`src/rtl/lt24_lcd_bus_decoder.sv`:
```
// Panel-side decoder for the LT24 8080-style 16-bit write bus: turns WRX strobes into
// decoded commands and addressed pixel writes, tracking the CASET/PASET window like the panel.
module lt24_lcd_bus_decoder #(
  parameter int H_RES = 240,
  parameter int V_RES = 320
) (
  input  logic        clk,
  input  logic        reset,
  input  logic        tft_rst,
  input  logic        tft_csx,
  input  logic        tft_dcx,
  input  logic        tft_wrx,
  input  logic        tft_rdx,
  input  logic [15:0] tft_data,
  output logic        cmd_valid,
  output logic [7:0]  cmd_code,
  output logic        pixel_valid,
  output logic [15:0] pixel_x,
  output logic [15:0] pixel_y,
  output logic [15:0] pixel_rgb,
  output logic        sleep_out,
  output logic        display_on,
  output logic        protocol_error
);

  localparam logic [15:0] EC_RST = 16'(H_RES - 1);
  localparam logic [15:0] EP_RST = 16'(V_RES - 1);

  localparam logic [7:0] CMD_SWRESET = 8'h01;
  localparam logic [7:0] CMD_SLPIN   = 8'h10;
  localparam logic [7:0] CMD_SLPOUT  = 8'h11;
  localparam logic [7:0] CMD_DISPOFF = 8'h28;
  localparam logic [7:0] CMD_DISPON  = 8'h29;
  localparam logic [7:0] CMD_CASET   = 8'h2A;
  localparam logic [7:0] CMD_PASET   = 8'h2B;
  localparam logic [7:0] CMD_RAMWR   = 8'h2C;

  typedef enum logic [1:0] {
    ST_IDLE,
    ST_CASET_P,
    ST_PASET_P,
    ST_RAMWR
  } state_t;

  logic        rst_any;
  assign rst_any = reset | ~tft_rst;

  // Bus sampling registers
  logic        wrx_q, wrx_d;
  logic        csx_q, csx_d;
  logic        dcx_q, dcx_d;
  logic [15:0] data_q, data_d;
  logic        blk_q, blk_d;

  // Decoder state
  state_t      state_q, state_d;
  logic [1:0]  pcnt_q, pcnt_d;
  logic [23:0] pbuf_q, pbuf_d;
  logic [15:0] sc_q, sc_d, ec_q, ec_d, sp_q, sp_d, ep_q, ep_d;
  logic [15:0] cur_x_q, cur_x_d, cur_y_q, cur_y_d;

  // Registered outputs
  logic        cmd_valid_q, cmd_valid_d;
  logic [7:0]  cmd_code_q, cmd_code_d;
  logic        pixel_valid_q, pixel_valid_d;
  logic [15:0] pixel_x_q, pixel_x_d;
  logic [15:0] pixel_y_q, pixel_y_d;
  logic [15:0] pixel_rgb_q, pixel_rgb_d;
  logic        sleep_q, sleep_d;
  logic        disp_q, disp_d;
  logic        perr_q, perr_d;

  logic        wr_rise, accept, rd_conflict;
  logic [15:0] new_start, new_end;

  always_comb begin
    wrx_d         = tft_wrx;
    csx_d         = tft_csx;
    dcx_d         = tft_dcx;
    data_d        = tft_data;
    blk_d         = blk_q;
    state_d       = state_q;
    pcnt_d        = pcnt_q;
    pbuf_d        = pbuf_q;
    sc_d          = sc_q;
    ec_d          = ec_q;
    sp_d          = sp_q;
    ep_d          = ep_q;
    cur_x_d       = cur_x_q;
    cur_y_d       = cur_y_q;
    cmd_valid_d   = 1'b0;
    cmd_code_d    = cmd_code_q;
    pixel_valid_d = 1'b0;
    pixel_x_d     = pixel_x_q;
    pixel_y_d     = pixel_y_q;
    pixel_rgb_d   = pixel_rgb_q;
    sleep_d       = sleep_q;
    disp_d        = disp_q;
    new_start     = pbuf_q[23:8];
    new_end       = {pbuf_q[7:0], data_q[7:0]};

    rd_conflict = ~tft_csx & ~tft_rdx & ~tft_wrx;
    perr_d      = rd_conflict;
    wr_rise     = tft_wrx & ~wrx_q;
    accept      = wr_rise & ~csx_q & ~blk_q;

    // A read/write clash poisons the strobe in progress until its rising edge.
    if (rd_conflict) begin
      blk_d = 1'b1;
    end else if (wr_rise) begin
      blk_d = 1'b0;
    end

    if (accept) begin
      if (!dcx_q) begin
        cmd_valid_d = 1'b1;
        cmd_code_d  = data_q[7:0];
        pcnt_d      = 2'd0;
        state_d     = ST_IDLE;
        case (data_q[7:0])
          CMD_SWRESET: begin
            sc_d    = 16'd0;
            ec_d    = EC_RST;
            sp_d    = 16'd0;
            ep_d    = EP_RST;
            sleep_d = 1'b0;
            disp_d  = 1'b0;
          end
          CMD_SLPIN:   sleep_d = 1'b0;
          CMD_SLPOUT:  sleep_d = 1'b1;
          CMD_DISPOFF: disp_d  = 1'b0;
          CMD_DISPON:  disp_d  = 1'b1;
          CMD_CASET:   state_d = ST_CASET_P;
          CMD_PASET:   state_d = ST_PASET_P;
          CMD_RAMWR: begin
            cur_x_d = sc_q;
            cur_y_d = sp_q;
            state_d = ST_RAMWR;
          end
          default: ;
        endcase
      end else begin
        case (state_q)
          ST_CASET_P, ST_PASET_P: begin
            if (pcnt_q == 2'd3) begin
              state_d = ST_IDLE;
              pcnt_d  = 2'd0;
              if (state_q == ST_CASET_P) begin
                if (new_start <= new_end && new_end <= EC_RST) begin
                  sc_d = new_start;
                  ec_d = new_end;
                end else begin
                  perr_d = 1'b1;
                end
              end else begin
                if (new_start <= new_end && new_end <= EP_RST) begin
                  sp_d = new_start;
                  ep_d = new_end;
                end else begin
                  perr_d = 1'b1;
                end
              end
            end else begin
              pbuf_d = {pbuf_q[15:0], data_q[7:0]};
              pcnt_d = 2'(pcnt_q + 2'd1);
            end
          end
          ST_RAMWR: begin
            pixel_valid_d = 1'b1;
            pixel_x_d     = cur_x_q;
            pixel_y_d     = cur_y_q;
            pixel_rgb_d   = data_q;
            // Raster order inside the window, wrapping back to its top-left corner.
            if (cur_x_q == ec_q) begin
              cur_x_d = sc_q;
              cur_y_d = (cur_y_q == ep_q) ? sp_q : cur_y_q + 16'd1;
            end else begin
              cur_x_d = cur_x_q + 16'd1;
            end
          end
          default: ;
        endcase
      end
    end
  end

  always_ff @(posedge clk) begin
    if (rst_any) begin
      wrx_q         <= 1'b1;
      csx_q         <= 1'b1;
      dcx_q         <= 1'b1;
      data_q        <= 16'd0;
      blk_q         <= 1'b0;
      state_q       <= ST_IDLE;
      pcnt_q        <= 2'd0;
      pbuf_q        <= 24'd0;
      sc_q          <= 16'd0;
      ec_q          <= EC_RST;
      sp_q          <= 16'd0;
      ep_q          <= EP_RST;
      cur_x_q       <= 16'd0;
      cur_y_q       <= 16'd0;
      cmd_valid_q   <= 1'b0;
      cmd_code_q    <= 8'd0;
      pixel_valid_q <= 1'b0;
      pixel_x_q     <= 16'd0;
      pixel_y_q     <= 16'd0;
      pixel_rgb_q   <= 16'd0;
      sleep_q       <= 1'b0;
      disp_q        <= 1'b0;
      perr_q        <= 1'b0;
    end else begin
      wrx_q         <= wrx_d;
      csx_q         <= csx_d;
      dcx_q         <= dcx_d;
      data_q        <= data_d;
      blk_q         <= blk_d;
      state_q       <= state_d;
      pcnt_q        <= pcnt_d;
      pbuf_q        <= pbuf_d;
      sc_q          <= sc_d;
      ec_q          <= ec_d;
      sp_q          <= sp_d;
      ep_q          <= ep_d;
      cur_x_q       <= cur_x_d;
      cur_y_q       <= cur_y_d;
      cmd_valid_q   <= cmd_valid_d;
      cmd_code_q    <= cmd_code_d;
      pixel_valid_q <= pixel_valid_d;
      pixel_x_q     <= pixel_x_d;
      pixel_y_q     <= pixel_y_d;
      pixel_rgb_q   <= pixel_rgb_d;
      sleep_q       <= sleep_d;
      disp_q        <= disp_d;
      perr_q        <= perr_d;
    end
  end

  assign cmd_valid      = cmd_valid_q;
  assign cmd_code       = cmd_code_q;
  assign pixel_valid    = pixel_valid_q;
  assign pixel_x        = pixel_x_q;
  assign pixel_y        = pixel_y_q;
  assign pixel_rgb      = pixel_rgb_q;
  assign sleep_out      = sleep_q;
  assign display_on     = disp_q;
  assign protocol_error = perr_q;

endmodule

```
`config.mk`:
```
export PLATFORM = sky130hd
export DESIGN_NAME = lt24_lcd_bus_decoder
export DESIGN_NICKNAME = d
export VERILOG_FILES = /design/src/rtl/lt24_lcd_bus_decoder.sv
export SDC_FILE = /design/constraint.sdc
export NUM_CORES = 1
export LEC_CHECK = 0
export CAP_MARGIN = 10
export CORE_MARGIN = 4
export CORE_UTILIZATION = 30
export DETAILED_ROUTE_END_ITERATION = 8
export GPL_TIMING_DRIVEN = 0
export PLACE_DENSITY = 0.53
export SLEW_MARGIN = 15
export SYNTH_ARGS = -nofsm -noshare
export SYNTH_HDL_FRONTEND = slang
export SYNTH_SLANG_ARGS = --single-unit
```
`constraint.sdc`:
```
create_clock -name clk -period 7.3 [get_ports clk]
set_input_delay 1.46 -clock clk [delete_from_list [all_inputs] [get_ports clk]]
set_output_delay 1.46 -clock clk [all_outputs]
set_load 0.02 [all_outputs]
```
==> results of run 1 <==
-- cell usage in the layout (no fill, tap or decap), types with 5 or more instances in the layout --
| cell type | synthesis | layout |
|---|---|---|
| sky130_fd_sc_hd__clkbuf_1 | 74 | 79 |
| sky130_fd_sc_hd__a22oi_1 | 6 | 6 |
| sky130_fd_sc_hd__clkdlybuf4s50_1 | 0 | 83 |
| sky130_fd_sc_hd__ha_1 | 21 | 21 |
| sky130_fd_sc_hd__clkbuf_16 | 0 | 23 |
| sky130_fd_sc_hd__nand4_1 | 21 | 21 |
| sky130_fd_sc_hd__nand3_1 | 19 | 19 |
| sky130_fd_sc_hd__buf_2 | 9 | 9 |
| sky130_fd_sc_hd__o21ai_1 | 9 | 9 |
| sky130_fd_sc_hd__nor2b_1 | 6 | 6 |
| sky130_fd_sc_hd__dfxtp_1 | 205 | 205 |
| sky130_fd_sc_hd__and3_1 | 12 | 12 |
| sky130_fd_sc_hd__mux2i_1 | 5 | 5 |
| sky130_fd_sc_hd__nor2_1 | 41 | 41 |
| sky130_fd_sc_hd__a31oi_1 | 8 | 8 |
| sky130_fd_sc_hd__a31o_2 | 5 | 5 |
| sky130_fd_sc_hd__nor4_1 | 5 | 5 |
| sky130_fd_sc_hd__o21ai_0 | 21 | 21 |
| sky130_fd_sc_hd__nor3b_1 | 7 | 7 |
| sky130_fd_sc_hd__mux2_2 | 5 | 5 |
| sky130_fd_sc_hd__a211oi_1 | 11 | 11 |
| sky130_fd_sc_hd__o32a_1 | 6 | 6 |
| sky130_fd_sc_hd__nand2_1 | 225 | 225 |
| sky130_fd_sc_hd__a32oi_1 | 6 | 6 |
| sky130_fd_sc_hd__nand2b_1 | 13 | 13 |
| sky130_fd_sc_hd__inv_1 | 20 | 20 |
| sky130_fd_sc_hd__and2_1 | 38 | 38 |
| sky130_fd_sc_hd__xnor2_1 | 32 | 32 |
| sky130_fd_sc_hd__o31ai_1 | 7 | 7 |
| sky130_fd_sc_hd__o22ai_1 | 15 | 15 |
| sky130_fd_sc_hd__nor3_1 | 13 | 13 |
| sky130_fd_sc_hd__a21oi_1 | 112 | 112 |
| sky130_fd_sc_hd__a32o_1 | 25 | 25 |
-- critical path, delay by kind of cell --
kind	cells	cell delay, ns
AO/OA/AOI/OAI	2	0.93
AND/OR/NAND/NOR	4	1.53
buffers and inverters	1	0.54
-- synth_stat cells (8+ instances only) --
library cell,instances,area share
sky130_fd_sc_hd__a211oi_1,11,0.0093
sky130_fd_sc_hd__a21oi_1,112,0.063
sky130_fd_sc_hd__a31oi_1,8,0.0056
sky130_fd_sc_hd__a32o_1,25,0.028
sky130_fd_sc_hd__and2_1,38,0.027
sky130_fd_sc_hd__and3_1,12,0.0085
sky130_fd_sc_hd__buf_2,9,0.0051
sky130_fd_sc_hd__clkbuf_1,74,0.031
sky130_fd_sc_hd__dfxtp_1,205,0.46
sky130_fd_sc_hd__ha_1,21,0.030
sky130_fd_sc_hd__inv_1,20,0.0085
sky130_fd_sc_hd__nand2_1,225,0.095
sky130_fd_sc_hd__nand2b_1,13,0.0092
sky130_fd_sc_hd__nand3_1,19,0.011
sky130_fd_sc_hd__nand4_1,21,0.015
sky130_fd_sc_hd__nor2_1,41,0.017
sky130_fd_sc_hd__nor3_1,13,0.0073
sky130_fd_sc_hd__o21ai_0,21,0.012
sky130_fd_sc_hd__o21ai_1,9,0.0051
sky130_fd_sc_hd__o22ai_1,15,0.011
sky130_fd_sc_hd__xnor2_1,32,0.032
-- sequential cells by signal, summed over array words and instances, names as in the netlist, 2 cells and up --
signal and cells:
sp_q 16, cmd_code 8, cur_y_q 16, pixel_rgb 16
pixel_y 16, pcnt_q 2, sc_q 16, cur_x_q 16
data_q 16, ec_q 16, pbuf_q 24, ep_q 16
state_q 2, pixel_x 16
-- layer usage --
| metal | vias up | global-route usage | wire length, um |
|---|---|---|---|
| met5 | - | 0 | 0 |
| met4 | 0 | 0.0421 | 536 |
| met3 | 42 | 0.0275 | 1600 |
| met2 | 222 | 0.272 | 12900 |
| met1 | 3798 | 0.244 | 13700 |
| li1 | 3903 | - | - |
-- power groups by stage --
stage	clock network [uW]	logic (uW)	registers [uW]
detailed placement	0	85.4	1150
global placement	0	85.4	1150
finish	1220	85.4	1130
CTS	1250	85.7	1130
floorplan	0	46.0	1150
global route	1300	92.7	1130
-- through the flow --
stage                      util  setup slack, ns  area, um2
after floorplan               -             4.14       8870
after global placement    0.352             2.85      10200
after detailed placement  0.352             2.83      10200
after CTS                 0.379             3.35      11000
after global routing      0.379             3.11      11000
final                     0.379             3.27      11000
-- final cells by class --
class                   count  area (um2)
fillers                  3012       18000
multi-input cells         737        4330
flip-flops and latches    205        4100
repair buffers             83         831
clock buffers              32         649
well taps                 384         480
plain buffers              88         364
clock inverters             8         145
inverters                  21        78.8
-- kinds of logic (layout without fill, tap and decap cells) --
kind of cell               after synthesis  in the layout  synth area share
and+or+nand+nor                        414            414             0.218
AOI/OAI and AO/OA                      259            259             0.196
DFF                                    205            205             0.462
buffers and inverters                  109            232            0.0499
xor gates and xnor gates                33             33            0.0326
adders and majority gates               21             21            0.0296
muxes                                   10             10            0.0120
-- how the worst min path moves through the flow --
stage,to,from
global placement,pixel_rgb[11],data_q[11]
finish,pixel_rgb[13],data_q[13]
CTS,pixel_rgb[13],data_q[13]
global route,pixel_rgb[15],data_q[15]
detailed placement,pixel_rgb[13],data_q[13]
floorplan,pixel_rgb[10],data_q[10]
==> flow_summary.yaml, run 1 <==
outcome:
  run_status: "completed"
clocking:
  htreeDepth: 1
  cts_hold_buf: 0
  clk_latency_ns: 0.50
  clk_path_buf_depth: 3
  cts.repair.resized: 0
  tritoncts: "built"
  cts.clk_slew.worst_paths_ns: 0.06
  numCtsBuffers: 23
  clock_sink_count: 205
  post-cts-setup-buffer-count: 0
  clock_tree.root_cell: "sky130_fd_sc_hd__clkbuf_16"
synth:
  mappedNetlistNets: 1095
  synthesis.instances: 1051
  syn_area_um2: 8870
  yosys_warnings: 0
  synth_edf_count: 0
  yosysUniqueCellTypes: 61
  syn_avg_cell_area_um2: 8.44
  yosys_register_bits: 205
  synth.yosys.seq_area_share: 0.462
  ys.flop_type: "sky130_fd_sc_hd__dfxtp_1"
  ys_async_sr_fraction: 0
sta:
  timing.final.setup_violations: 0
  fin_tns_setup_ns: 0
  timing.hold.ws_ns: 0.435
  clock_skew_ns: 0.00919
  worst_slew_margin_rel: 0.406
  finalCritPeriodShare: 0.552
  layout_min_cycle_time_ns: 4.03
  max_clock_freq_mhz: 248
  worst_pin_slew_ns: 0.891
  grt_setup_unrepaired: "no"
  hold_viol: 0
  count_of_final_max_slew_check_failures: 0
critical_path:
  category_of_the_most_critical_setup_path: "primary input to flip-flop"
  worst-r2r-setup-slack_ns: 3.96
  cp.required_ns: 7.74
  startpoint: "tft_wrx"
  kind_of_end_point_of_the_critical_path: "flip-flop"
  worst-r2r-cell-count: 8
  timing.critical_path.to: "cur_y_q[2]"
  worst_ep_arrival_time_ns: 4.47
  worst_setup_path_start_kind: "primary input"
  cpMaxStageDelayCell: "sky130_fd_sc_hd__o41ai_4"
  timing.critical_path.slowest_cell_delay_ns: 0.72
  timing.rr.start: "data_q[4]"
  critical_path.reg2reg.endpoint: "ec_q[3]"
  worstPathCellList: "clkdlybuf4s50_1 > nor4b_4 > nand2b_1 > o41ai_4 > nand2_1 > nor2_1 > a32o_1"
  worstPathMaxFanout: 9
detailed_routing:
  antenna_violating_nets_post_route: 0
  firstDrtPassIters: 5
  detail_route.wl_per_cell_um: 18.4
  vias: 7965
  route.detailed.vias_per_inst: 5.11
  drc: 0
  initial_drc_count: 687
  drt-total-wl_um: 28700
power_and_ir_drop:
  leakage_uw: 0.00354
  power_per_cell_area_nw_per_um2: 222
  power_dissipated_by_switching_net_loads_uw: 525
  power_frac_clock: 0.502
  sequentialPowerShare: 0.463
  p_int_uw: 1910
  overall_power_after_layout_uw: 2440
  power.combinational.fraction: 0.035
  power.share.switching: 0.216
  vdd.ir_drop.worst_v: 0.000123
floorplanning:
  die_x_um: 180
  coreArea_um2: 28900
  io_pins: 84
  floorplan.die_area_um2: 32400
  die_h_um: 180
  starting_density_of_the_core: 0.307
  num_rows: 62
cells_and_area:
  final_layout_size_suffix_gt1_frac: 0.0562
  layout-area-overhead-vs-synth_pct: 23.7
  antenna_cells_inserted: 0
  finish.net_count: 1203
  layoutNonFillerInstCount: 1558
global_route:
  grt-ovfl-total: 0
  pin_count_of_the_biggest_net_entering_global_routing: 14
  grt_pass1_wl_um: 44900
  grt_antenna_before_repair: 0
  groute.usage.overall: 0.171
  first_global_vias: 7650
placement:
  post_detail_place_hpwl_um: 20900
  dp.cells: 1518
  place_congestion: 0.882
  input_output_buffers: 83
hold_path:
  whs_path_depth: 2
  min-delay-path-class: "flip-flop to flip-flop"
run:
  cap_viol_max_count: 0
No activity file was read; power rests on OpenSTA's default activity.
==> run 2: changes to the inputs <==
- PLACE_DENSITY: 0.53 -> 0.55
- clock period: 7.3 -> 3.7 ns (I/O delays scaled with it)
==> run 2 against run 1 <==
Net effect:
- global-route usage about the same
- flip-flop and latch count stayed put
- clock-buffer cell count decreased by 1
- design area shrank 0.55%
- die area unchanged
- clock skew decreased by 0.0017 ns
- highest routed layer unchanged
- largest power group unchanged
- combinational power up 99%
- non-clock buffer count did not move
- sequential power grew 97%
- via count about the same
- final cell count unchanged
==> flow_summary.yaml, run 2 (same netlist as run 1, synthesis figures left out) <==
sta:
  grt_setup_unrepaired: "no"
  fin_tns_setup_ns: 0
  count_of_final_max_slew_check_failures: 0
  hold_viol: 0
  max_clock_freq_mhz: 299
  worst_slew_margin_rel: 0.404
  worst_pin_slew_ns: 0.894
  timing.final.setup_violations: 0
  timing.hold.ws_ns: 0.431
  layout_min_cycle_time_ns: 3.35
  clock_skew_ns: 0.00752
  finalCritPeriodShare: 0.904
placement:
  place_congestion: 0.872
  input_output_buffers: 83
  post_detail_place_hpwl_um: 20700
  placement.cell_area_um2: 10200
critical_path:
  worst_ep_arrival_time_ns: 3.79
  worst-r2r-cell-count: 8
  worst-r2r-setup-slack_ns: 0.37
  timing.critical_path.slowest_cell_delay_ns: 0.74
  category_of_the_most_critical_setup_path: "primary input to flip-flop"
  cpMaxStageDelayCell: "sky130_fd_sc_hd__o41ai_4"
  worstPathMaxFanout: 9
  kind_of_end_point_of_the_critical_path: "flip-flop"
  critical_path.reg2reg.endpoint: "ec_q[5]"
  worstPathCellList: "clkdlybuf4s50_1 > nor4b_4 > nand2b_1 > o41ai_4 > nand2_1 > nor2_1 > a32o_1"
  cp.required_ns: 4.14
  worst_setup_path_start_kind: "primary input"
  timing.rr.start: "data_q[4]"
power_and_ir_drop:
  power.share.switching: 0.225
  power.combinational.fraction: 0.036
  sequentialPowerShare: 0.478
  leakage_uw: 0.00352
  overall_power_after_layout_uw: 4660
  vdd.ir_drop.worst_v: 0.000200
  power_per_cell_area_nw_per_um2: 427
  power_dissipated_by_switching_net_loads_uw: 1050
  p_int_uw: 3610
  power_frac_clock: 0.486
cells_and_area:
  final_common_cell: "sky130_fd_sc_hd__nand2_1"
  largest-register: "pbuf_q"
  final_layout_size_suffix_gt1_frac: 0.0562
  finish.net_count: 1203
  largest_register_ff_count: 24
  antenna_cells_inserted: 0
  finalInstanceArea_um2: 10900
  multi_input_area_um2: 4330
  layout-area-overhead-vs-synth_pct: 23.1
  most-common-layout-cells: "sky130_fd_sc_hd__nand2_1 (225), sky130_fd_sc_hd__dfxtp_1 (205), sky130_fd_sc_hd__a21oi_1 (112), sky130_fd_sc_hd__clkdlybuf4s50_1 (83), sky130_fd_sc_hd__clkbuf_1 (79)"
  final-seq-area_um2: 4100
  fillerInstances: 2993
global_route:
  first_global_vias: 7745
  grtUsageMet2: 0.273
  grt_pass1_wl_um: 44800
  busiest_layer: "met2"
  grt-ovfl-total: 0
  grt_antenna_before_repair: 0
  groute.usage.overall: 0.171
  pin_count_of_the_biggest_net_entering_global_routing: 14
  groute.layer.met3.usage: 0.0311
  gr-usage-met1: 0.237
floorplanning:
  coreArea_um2: 28900
  die_x_um: 180
  num_rows: 62
  floorplan.die_area_um2: 32400
  starting_density_of_the_core: 0.307
  io_pins: 84
  die_h_um: 180
clocking:
  htreeDepth: 1
  tritoncts: "built"
  clock_tree.root_cell: "sky130_fd_sc_hd__clkbuf_16"
  cts.clk_slew.worst_paths_ns: 0.06
  clk_latency_ns: 0.51
  cts_hold_buf: 0
  numCtsBuffers: 23
  post-cts-setup-buffer-count: 0
  clk_path_buf_depth: 3
  cts.repair.resized: 0
  clock_sink_count: 205
detailed_routing:
  drc: 0
  drt-total-wl_um: 28700
  antenna_violating_nets_post_route: 0
  detail_route.wl_per_cell_um: 18.4
  initial_drc_count: 508
  firstDrtPassIters: 5
  vias: 7969
  route.detailed.vias_per_inst: 5.11
outcome:
  run_status: "completed"
hold_path:
  min_from: "data_q[15]"
  whs_path_depth: 2
  min_delay_worst_endpoint: "pixel_rgb[15]"
  min-delay-path-class: "flip-flop to flip-flop"
run:
  cap_viol_max_count: 0
## run 2: cell types whose count changed in the layout (fill, tap and decap cells not counted)
| cell | previous run | this run |
|---|---|---|
| sky130_fd_sc_hd__clkinv_2 | 2 | 6 |
| sky130_fd_sc_hd__bufinv_16 | 4 | 2 |
| sky130_fd_sc_hd__clkinvlp_4 | 2 | 0 |
| sky130_fd_sc_hd__clkbuf_8 | 4 | 3 |
| sky130_fd_sc_hd__inv_6 | 0 | 1 |
## run 2: cell type report
type                       instances  share of cell area
inverter                          21             0.00722
multi-input combinational        737               0.396
clock inverter                     9             0.00905
clock buffer                      31              0.0582
tap                              384              0.0440
buffer                            88              0.0333
timing repair buffer              83              0.0761
sequential                       205               0.376
## run 2: layer usage
layer | vias to the layer above | part of all wire
met3 | 43 | 0.063
met2 | 216 | 0.45
li1 | 3915 | -
met1 | 3795 | 0.46
met4 | 0 | 0.025
met5 | - | 0
## run 2: worst max-delay path: cells and delay by family
kind | cells | cell delay, ns
AO/OA/AOI/OAI | 2 | 0.94
buffers and inverters | 1 | 0.53
AND/OR/NAND/NOR | 4 | 1.56
## run 2: worst max path at each step
stage | slack, ns | from | to
CTS | 0.36 | data_q[4] | ec_q[5]
finish | 0.35 | tft_wrx | cur_y_q[2]
detailed placement | -0.06 | tft_wrx | cur_y_q[2]
floorplan | 1.10 | data_q[4] | ec_q[2]
global placement | -0.02 | tft_wrx | cur_y_q[4]
global route | 0.17 | data_q[4] | ec_q[6]
## run 2: stage by stage
stage               cells   util  worst slack, ns
finish               1558  0.377            0.354
global route         1558  0.377            0.173
CTS                  1558  0.377            0.363
detailed placement   1518  0.352          -0.0617
global placement     1518  0.352          -0.0161
floorplan            1051      -             1.10
## run 2: power by group through the flow
stage | sequential (uW) | combinational (uW) | clock [uW]
2_1_floorplan | 2270 | 90.7 | 0
3_3_place_gp | 2270 | 168 | 0
3_5_place_dp | 2270 | 169 | 0
4_1_cts | 2230 | 170 | 2300
5_1_grt | 2230 | 184 | 2390
6_report | 2230 | 170 | 2260
